`src/rtl/sin_sweep_ctrl.sv`:
```
// rtl/sin_sweep_ctrl.sv - tone-sweep sequencer for the SAR-ADC sinusoid stimulus and capture window
module sin_sweep_ctrl #(
  parameter int NUM_TONES   = 4,
  parameter int FTW_W       = 24,
  parameter int SETTLE_CYC  = 16,
  parameter int CAPTURE_LEN = 64,
  parameter int IDX_W       = (NUM_TONES > 1) ? $clog2(NUM_TONES) : 1
) (
  input  logic             clk,
  input  logic             rst_n,
  input  logic             start,
  input  logic             abort,
  input  logic             ftw_wr_en,
  input  logic [IDX_W-1:0] ftw_wr_addr,
  input  logic [FTW_W-1:0] ftw_wr_data,
  output logic             gen_en,
  output logic [FTW_W-1:0] gen_ftw,
  output logic             gen_phase_clr,
  output logic             cap_valid,
  output logic             cap_last,
  input  logic             cap_ready,
  output logic [IDX_W-1:0] tone_idx,
  output logic             busy,
  output logic             done,
  output logic             aborted
);

  // Counter widths cover the full settle/capture lengths so neither can wrap.
  localparam int SC_W = (SETTLE_CYC > 0) ? $clog2(SETTLE_CYC + 1) : 1;
  localparam int CC_W = $clog2(CAPTURE_LEN + 1);
  // The table is padded to a power of two so any address is a legal index;
  // entries at NUM_TONES and above are never written and never read.
  localparam int TBL_DEPTH = 2 ** IDX_W;

  localparam logic [SC_W-1:0]  SETTLE_LAST = (SETTLE_CYC > 0) ? SC_W'(SETTLE_CYC - 1) : '0;
  localparam logic [CC_W-1:0]  CAP_LAST    = CC_W'(CAPTURE_LEN - 1);
  localparam logic [IDX_W-1:0] LAST_TONE   = IDX_W'(NUM_TONES - 1);

  typedef enum logic [2:0] {
    IDLE    = 3'd0,
    LOAD    = 3'd1,
    SETTLE  = 3'd2,
    CAPTURE = 3'd3,
    DONE    = 3'd4
  } state_e;

  state_e             state_q, state_d;
  logic [SC_W-1:0]    set_cnt_q, set_cnt_d;
  logic [CC_W-1:0]    cap_cnt_q, cap_cnt_d;
  logic [IDX_W-1:0]   tone_idx_q, tone_idx_d;
  logic [FTW_W-1:0]   gen_ftw_q, gen_ftw_d;
  logic               gen_en_q, gen_en_d;
  logic               phase_clr_q, phase_clr_d;
  logic               cap_valid_q, cap_valid_d;
  logic               cap_last_q, cap_last_d;
  logic               busy_q, busy_d;
  logic               done_q, done_d;
  logic               aborted_q, aborted_d;

  logic [FTW_W-1:0]   tbl_q [TBL_DEPTH];

  // Tuning-word table; out-of-range writes are dropped. Reads elsewhere see the pre-write value.
  always_ff @(posedge clk) begin
    if (!rst_n) begin
      for (int i = 0; i < TBL_DEPTH; i++) begin
        tbl_q[i] <= '0;
      end
    end else if (ftw_wr_en && (32'(ftw_wr_addr) < NUM_TONES)) begin
      tbl_q[ftw_wr_addr] <= ftw_wr_data;
    end
  end

  // Next-state and next-output decode; outputs are derived from the next state so they register cleanly.
  always_comb begin
    state_d    = state_q;
    set_cnt_d  = set_cnt_q;
    cap_cnt_d  = cap_cnt_q;
    tone_idx_d = tone_idx_q;
    gen_ftw_d  = gen_ftw_q;
    aborted_d  = 1'b0;

    if (abort && (state_q != IDLE)) begin
      // Abort beats every other transition, including a completing last handshake.
      state_d   = IDLE;
      aborted_d = 1'b1;
    end else begin
      case (state_q)
        IDLE: begin
          if (start) begin
            state_d    = LOAD;
            tone_idx_d = '0;
            gen_ftw_d  = tbl_q[0];
          end
        end
        LOAD: begin
          set_cnt_d = '0;
          cap_cnt_d = '0;
          if (SETTLE_CYC == 0) begin
            state_d = CAPTURE;
          end else begin
            state_d = SETTLE;
          end
        end
        SETTLE: begin
          if (set_cnt_q == SETTLE_LAST) begin
            state_d   = CAPTURE;
            cap_cnt_d = '0;
          end else begin
            set_cnt_d = set_cnt_q + SC_W'(1);
          end
        end
        CAPTURE: begin
          if (cap_ready) begin
            if (cap_cnt_q == CAP_LAST) begin
              if (tone_idx_q == LAST_TONE) begin
                state_d = DONE;
              end else begin
                state_d    = LOAD;
                tone_idx_d = tone_idx_q + IDX_W'(1);
                gen_ftw_d  = tbl_q[tone_idx_q + IDX_W'(1)];
              end
            end else begin
              cap_cnt_d = cap_cnt_q + CC_W'(1);
            end
          end
        end
        DONE: begin
          state_d = IDLE;
        end
        default: begin
          state_d = IDLE;
        end
      endcase
    end

    gen_en_d    = (state_d == LOAD) || (state_d == SETTLE) || (state_d == CAPTURE);
    phase_clr_d = (state_d == LOAD);
    cap_valid_d = (state_d == CAPTURE);
    cap_last_d  = (state_d == CAPTURE) && (cap_cnt_d == CAP_LAST);
    busy_d      = (state_d != IDLE);
    done_d      = (state_d == DONE);
  end

  // Sequencer state, counters and registered outputs.
  always_ff @(posedge clk) begin
    if (!rst_n) begin
      state_q     <= IDLE;
      set_cnt_q   <= '0;
      cap_cnt_q   <= '0;
      tone_idx_q  <= '0;
      gen_ftw_q   <= '0;
      gen_en_q    <= 1'b0;
      phase_clr_q <= 1'b0;
      cap_valid_q <= 1'b0;
      cap_last_q  <= 1'b0;
      busy_q      <= 1'b0;
      done_q      <= 1'b0;
      aborted_q   <= 1'b0;
    end else begin
      state_q     <= state_d;
      set_cnt_q   <= set_cnt_d;
      cap_cnt_q   <= cap_cnt_d;
      tone_idx_q  <= tone_idx_d;
      gen_ftw_q   <= gen_ftw_d;
      gen_en_q    <= gen_en_d;
      phase_clr_q <= phase_clr_d;
      cap_valid_q <= cap_valid_d;
      cap_last_q  <= cap_last_d;
      busy_q      <= busy_d;
      done_q      <= done_d;
      aborted_q   <= aborted_d;
    end
  end

  assign gen_en        = gen_en_q;
  assign gen_ftw       = gen_ftw_q;
  assign gen_phase_clr = phase_clr_q;
  assign cap_valid     = cap_valid_q;
  assign cap_last      = cap_last_q;
  assign tone_idx      = tone_idx_q;
  assign busy          = busy_q;
  assign done          = done_q;
  assign aborted       = aborted_q;

endmodule
```
`config.mk`:
```
export PLATFORM = sky130hd
export DESIGN_NAME = sin_sweep_ctrl
export DESIGN_NICKNAME = d
export VERILOG_FILES = /design/src/rtl/sin_sweep_ctrl.sv
export SDC_FILE = /design/constraint.sdc
export NUM_CORES = 1
export LEC_CHECK = 0
export ABC_AREA = 1
export CORE_UTILIZATION = 40
export DETAILED_ROUTE_END_ITERATION = 16
export SETUP_SLACK_MARGIN = 0.02
export SLEW_MARGIN = 20
export SYNTH_ARGS = -nofsm -noshare
export SYNTH_HDL_FRONTEND = slang
export SYNTH_SLANG_ARGS = --single-unit
```
`constraint.sdc`:
```
create_clock -name clk -period 2.75 [get_ports clk]
set_clock_uncertainty 0.15 [all_clocks]
set_input_delay 0.275 -clock clk [delete_from_list [all_inputs] [get_ports clk]]
set_output_delay 0.275 -clock clk [all_outputs]
set_load 0.05 [all_outputs]
```
==> results.txt <==
Synthesis produced 640 cells. By startpoint and endpoint, the worst setup path is classified as reg -> reg. The post-synth design cell area is 0.00623 mm². The port buffer count came out at 64. The startpoint identified for the worst register-to-register timing path is cap_cnt_q[1]. The flip-flop and latch count after synthesis came out at 144.

The class of the tightest hold or removal check is reg -> reg. After clock tree synthesis, the clock-pin slew on the worst setup and hold paths is 0.05 ns. TritonCTS created 17 clock buffers. In this run the worst path has a maximum fanout of 48. The pin count of the biggest net entering global routing is 49.

For this run, the post-layout net count is 746. The post-cts gate resize count is 0. The hold buffer count at CTS is 0. The number of setup buffers added after CTS came out at 0.

In this run the most critical hold path is launched from set_cnt_q[4]. Sorting the synthesized cells by area gives the leading types as sky130_fd_sc_hd__edfxtp_1 46%, sky130_fd_sc_hd__dfxtp_1 15%, sky130_fd_sc_hd__nor2_1 6.2%. The HPWL after detailed placement is 9300 µm. The proportion of synthesized flip-flops having asynchronous set or reset came out at 0. The post-synth net total is 676. Max-cap violations in this run came to 0. The final critical-path required period is 2.31 ns.

Setup repair after global routing left no endpoint under its margin. In the post-synthesis netlist, the cell with the most instances is sky130_fd_sc_hd__nor2_1. Once placement finished, the instance area stood at 0.00713 mm². The number of clock sinks came out at 144. The total negative setup slack came out at 0 ns. Compared with the post-synthesis result, the final layout area differs by 24.0%.

The hold slack came out at 0.314 ns. By count the netlist is led by 103 x sky130_fd_sc_hd__nor2_1, 96 x sky130_fd_sc_hd__edfxtp_1, 67 x sky130_fd_sc_hd__o21ai_0, 63 x sky130_fd_sc_hd__nand3_1, 51 x sky130_fd_sc_hd__inv_1. For this block, the routed nets add up to 14900 µm of wire.

The worst-case headroom to the max-slew limit is 0.616. The total power of the final layout is 0.00599 W. After detailed routing, the average wire length per cell comes to 16.4 µm. The synthesized area divided by synthesized cell count came out at 9.74 µm².

For this run, design rule violations remaining after detail routing come to 0. The number of detailed-route iterations in the first pass is 5. In this run the register-to-register setup slack is 0.44 ns.

The latest clock arrival within the worst-skew pair is 0.42 ns. In this design, the largest share of critical-path delay is due to compound AO/OA/AOI/OAI gates. The top-area cell type share of the netlist area is 0.462. The largest stage delay on the critical path came out at 0.39 ns. The number of H-tree levels is 4. Counting along the longest clock path gives a buffer depth of 2. The number of antenna violations at the first check in global routing came out at 0. The max-slew violation count was 0.

STA classifies the critical path startpoint as a register. The path with the worst hold slack has its endpoint at set_cnt_q[4]. The total count of hold-check failures in the final report is 0.

The number of antenna diodes in the final layout is 0. The category of the worst setup path capture point is a register. The power density over cell area is 774 mW/mm². The height of the die is 127 µm.

The global-route wire length before repair came out at 24000 µm. The count of buffer and inverter cells on the critical path is 2. The worst hold path was traced through 2 stages.

The aggregate global-route resource usage came out at 0.198. The cell at the root of the clock tree is sky130_fd_sc_hd__clkbuf_16. The number of warnings reported in the yosys synthesis log came out at 0.

For this configuration, the core starts out at a cell density of 0.410. The total number of placement rows came out at 45. Data arrives at the worst endpoint at 2.51 ns. The detail route stage leaves a number of antenna-violating nets equal to 0. The measured slew at the worst slew-check pin came out at 0.574 ns.

The worst register-to-register path ends at gen_ftw[4]. The fraction of layout instances using a drive strength above 1 is 0.127. The run finished with clean final reports. The sum of overflow across all layers after global routing came out at 0. The most used flip-flop cell after synthesis is sky130_fd_sc_hd__edfxtp_1. Setup violations remaining at the end of the flow were counted as 0.

The fraction of the cycle the final worst path needs is 0.840. The cell leakage power is 2.90 nW. The via count of the first global-routing pass came out at 4726. The peak supply drop came out at 494 µV. On the critical path, the stage with the largest delay is an instance of sky130_fd_sc_hd__dfxtp_1. STA puts the critical path data required time at 2.95 ns. The die covers 0.0161 mm².

The total via count in the routed design came out at 4804. The average vias per placed instance came out at 5.27. After synthesis, the netlist uses 31 different library cells. The final instance area came out at 0.00773 mm². The critical path goes through ha_1, nand2_1, nor2_1, nand2_1, o21ai_4, nand3_4, inv_2, buf_12, o21ai_0, a21oi_2. For this run, the top clock speed supported by timing is 433 MHz. The number of placed I/O pins is 65. TritonCTS built the clock tree. The final cell count without fillers is 911.

The number of enable-type register cells in the synthesized netlist is 96. The count of routing violations after the opening detailed-route iteration came out at 383. The width of the die is 127 µm. The floorplan step defined a core boundary enclosing 0.0152 mm². The congestion estimate from routability-driven global placement came to 0.847. sky130_fd_sc_hd__edfxtp_1 takes more of the synthesized area than any other cell. The share of the yosys chip area belonging to registers is 0.616. The dominant cell type by count on the critical path is sky130_fd_sc_hd__nand2_1. After detailed placement, the design holds a cell count of 879. The depth of the most critical reg-to-reg path is 10.
[registers in the layout, indices dropped and copies added, names as in the netlist]
register,cells
aborted,1
busy,1
cap_cnt_q,7
cap_last,1
cap_valid,1
done,1
gen_en,1
gen_ftw,24
gen_phase_clr,1
set_cnt_q,5
state_q,3
tbl_q,96
tone_idx,2
[how the worst max path moves through the flow]
stage	slack, ns	endpoint	start	cells past startpoint
finish	0.44	gen_ftw[4]	cap_cnt_q[1]	10
global route	0.24	gen_ftw[9]	cap_cnt_q[1]	10
CTS	0.48	gen_ftw[4]	cap_cnt_q[1]	10
detailed placement	0.50	gen_ftw[4]	cap_cnt_q[1]	10
global placement	0.61	gen_ftw[10]	cap_cnt_q[1]	10
floorplan	0.49	tbl_q[2][0]	rst_n	3
[cell type report]
class	instances	area, µm²
clock inverters	11	139
multi-input cells	400	2000
flip-flops and latches	144	3840
fillers	1431	7470
well taps	188	235
inverters	59	221
repair buffers	88	831
clock buffers	21	460
[metrics by stage]
stage | setup WS (ns) | util
CTS | 0.481 | 0.509
global route | 0.237 | 0.509
global placement | 0.608 | 0.469
floorplan | 0.486 | -
detailed placement | 0.504 | 0.469
finish | 0.440 | 0.509
[tightest hold or removal path, stage by stage, from the launching register on]
cell and delay, ns:
sky130_fd_sc_hd__dfxtp_1 0.31, sky130_fd_sc_hd__nand2_1 0.06, sky130_fd_sc_hd__a21oi_1 0.05
[where the power goes]
| group | leakage [nW] | switching (W) | internal, W |
|---|---|---|---|
| registers | 1.33 | 0.0000732 | 0.00250 |
| clock network | 0.283 | 0.000855 | 0.00146 |
| logic | 1.29 | 0.000760 | 0.000336 |
| total | 2.90 | 0.00169 | 0.00430 |
[cell families (layout without fill, tap and decap cells)]
| family | count (synthesis) | in the layout | share of synthesized area |
|---|---|---|---|
| XOR/XNOR | 1 | 1 | 0.00141 |
| AND/OR/NAND/NOR | 252 | 252 | 0.179 |
| AO/OA/AOI/OAI | 143 | 143 | 0.132 |
| adder cells (fa/ha/maj) | 4 | 4 | 0.00803 |
| flip-flops | 144 | 144 | 0.616 |
| buffers and inverters | 96 | 179 | 0.0632 |
[layer usage]
layer / part of all wire / track usage / vias up
met5: 0 / 0 / -
met4: 0.013 / 0.0721 / 0
met3: 0.057 / 0.0498 / 23
met2: 0.49 / 0.328 / 165
met1: 0.44 / 0.250 / 2275
li1: - / - / 2341
[layout by cell type (no fill, tap or decap), types with 2 or more instances in the layout]
cell	count
sky130_fd_sc_hd__nor2_1	103
sky130_fd_sc_hd__edfxtp_1	96
sky130_fd_sc_hd__o21ai_0	66
sky130_fd_sc_hd__nand3_1	63
sky130_fd_sc_hd__clkdlybuf4s50_1	63
sky130_fd_sc_hd__inv_1	51
sky130_fd_sc_hd__nand2_1	48
sky130_fd_sc_hd__dfxtp_1	48
sky130_fd_sc_hd__a21oi_1	37
sky130_fd_sc_hd__nor3_1	26
sky130_fd_sc_hd__buf_4	24
sky130_fd_sc_hd__a21oi_2	22
sky130_fd_sc_hd__clkbuf_16	17
sky130_fd_sc_hd__o21ai_1	11
sky130_fd_sc_hd__inv_2	6
sky130_fd_sc_hd__ha_1	4
sky130_fd_sc_hd__clkinvlp_4	4
sky130_fd_sc_hd__o21ai_2	3
sky130_fd_sc_hd__clkinv_1	3
sky130_fd_sc_hd__nand4_1	3
sky130_fd_sc_hd__bufinv_16	3
sky130_fd_sc_hd__clkinv_2	3
sky130_fd_sc_hd__nand3_4	2
sky130_fd_sc_hd__nor2_2	2
sky130_fd_sc_hd__nor4_1	2
sky130_fd_sc_hd__clkbuf_8	2
sky130_fd_sc_hd__clkbuf_1	2
No activity file was read; power rests on OpenSTA's default activity.
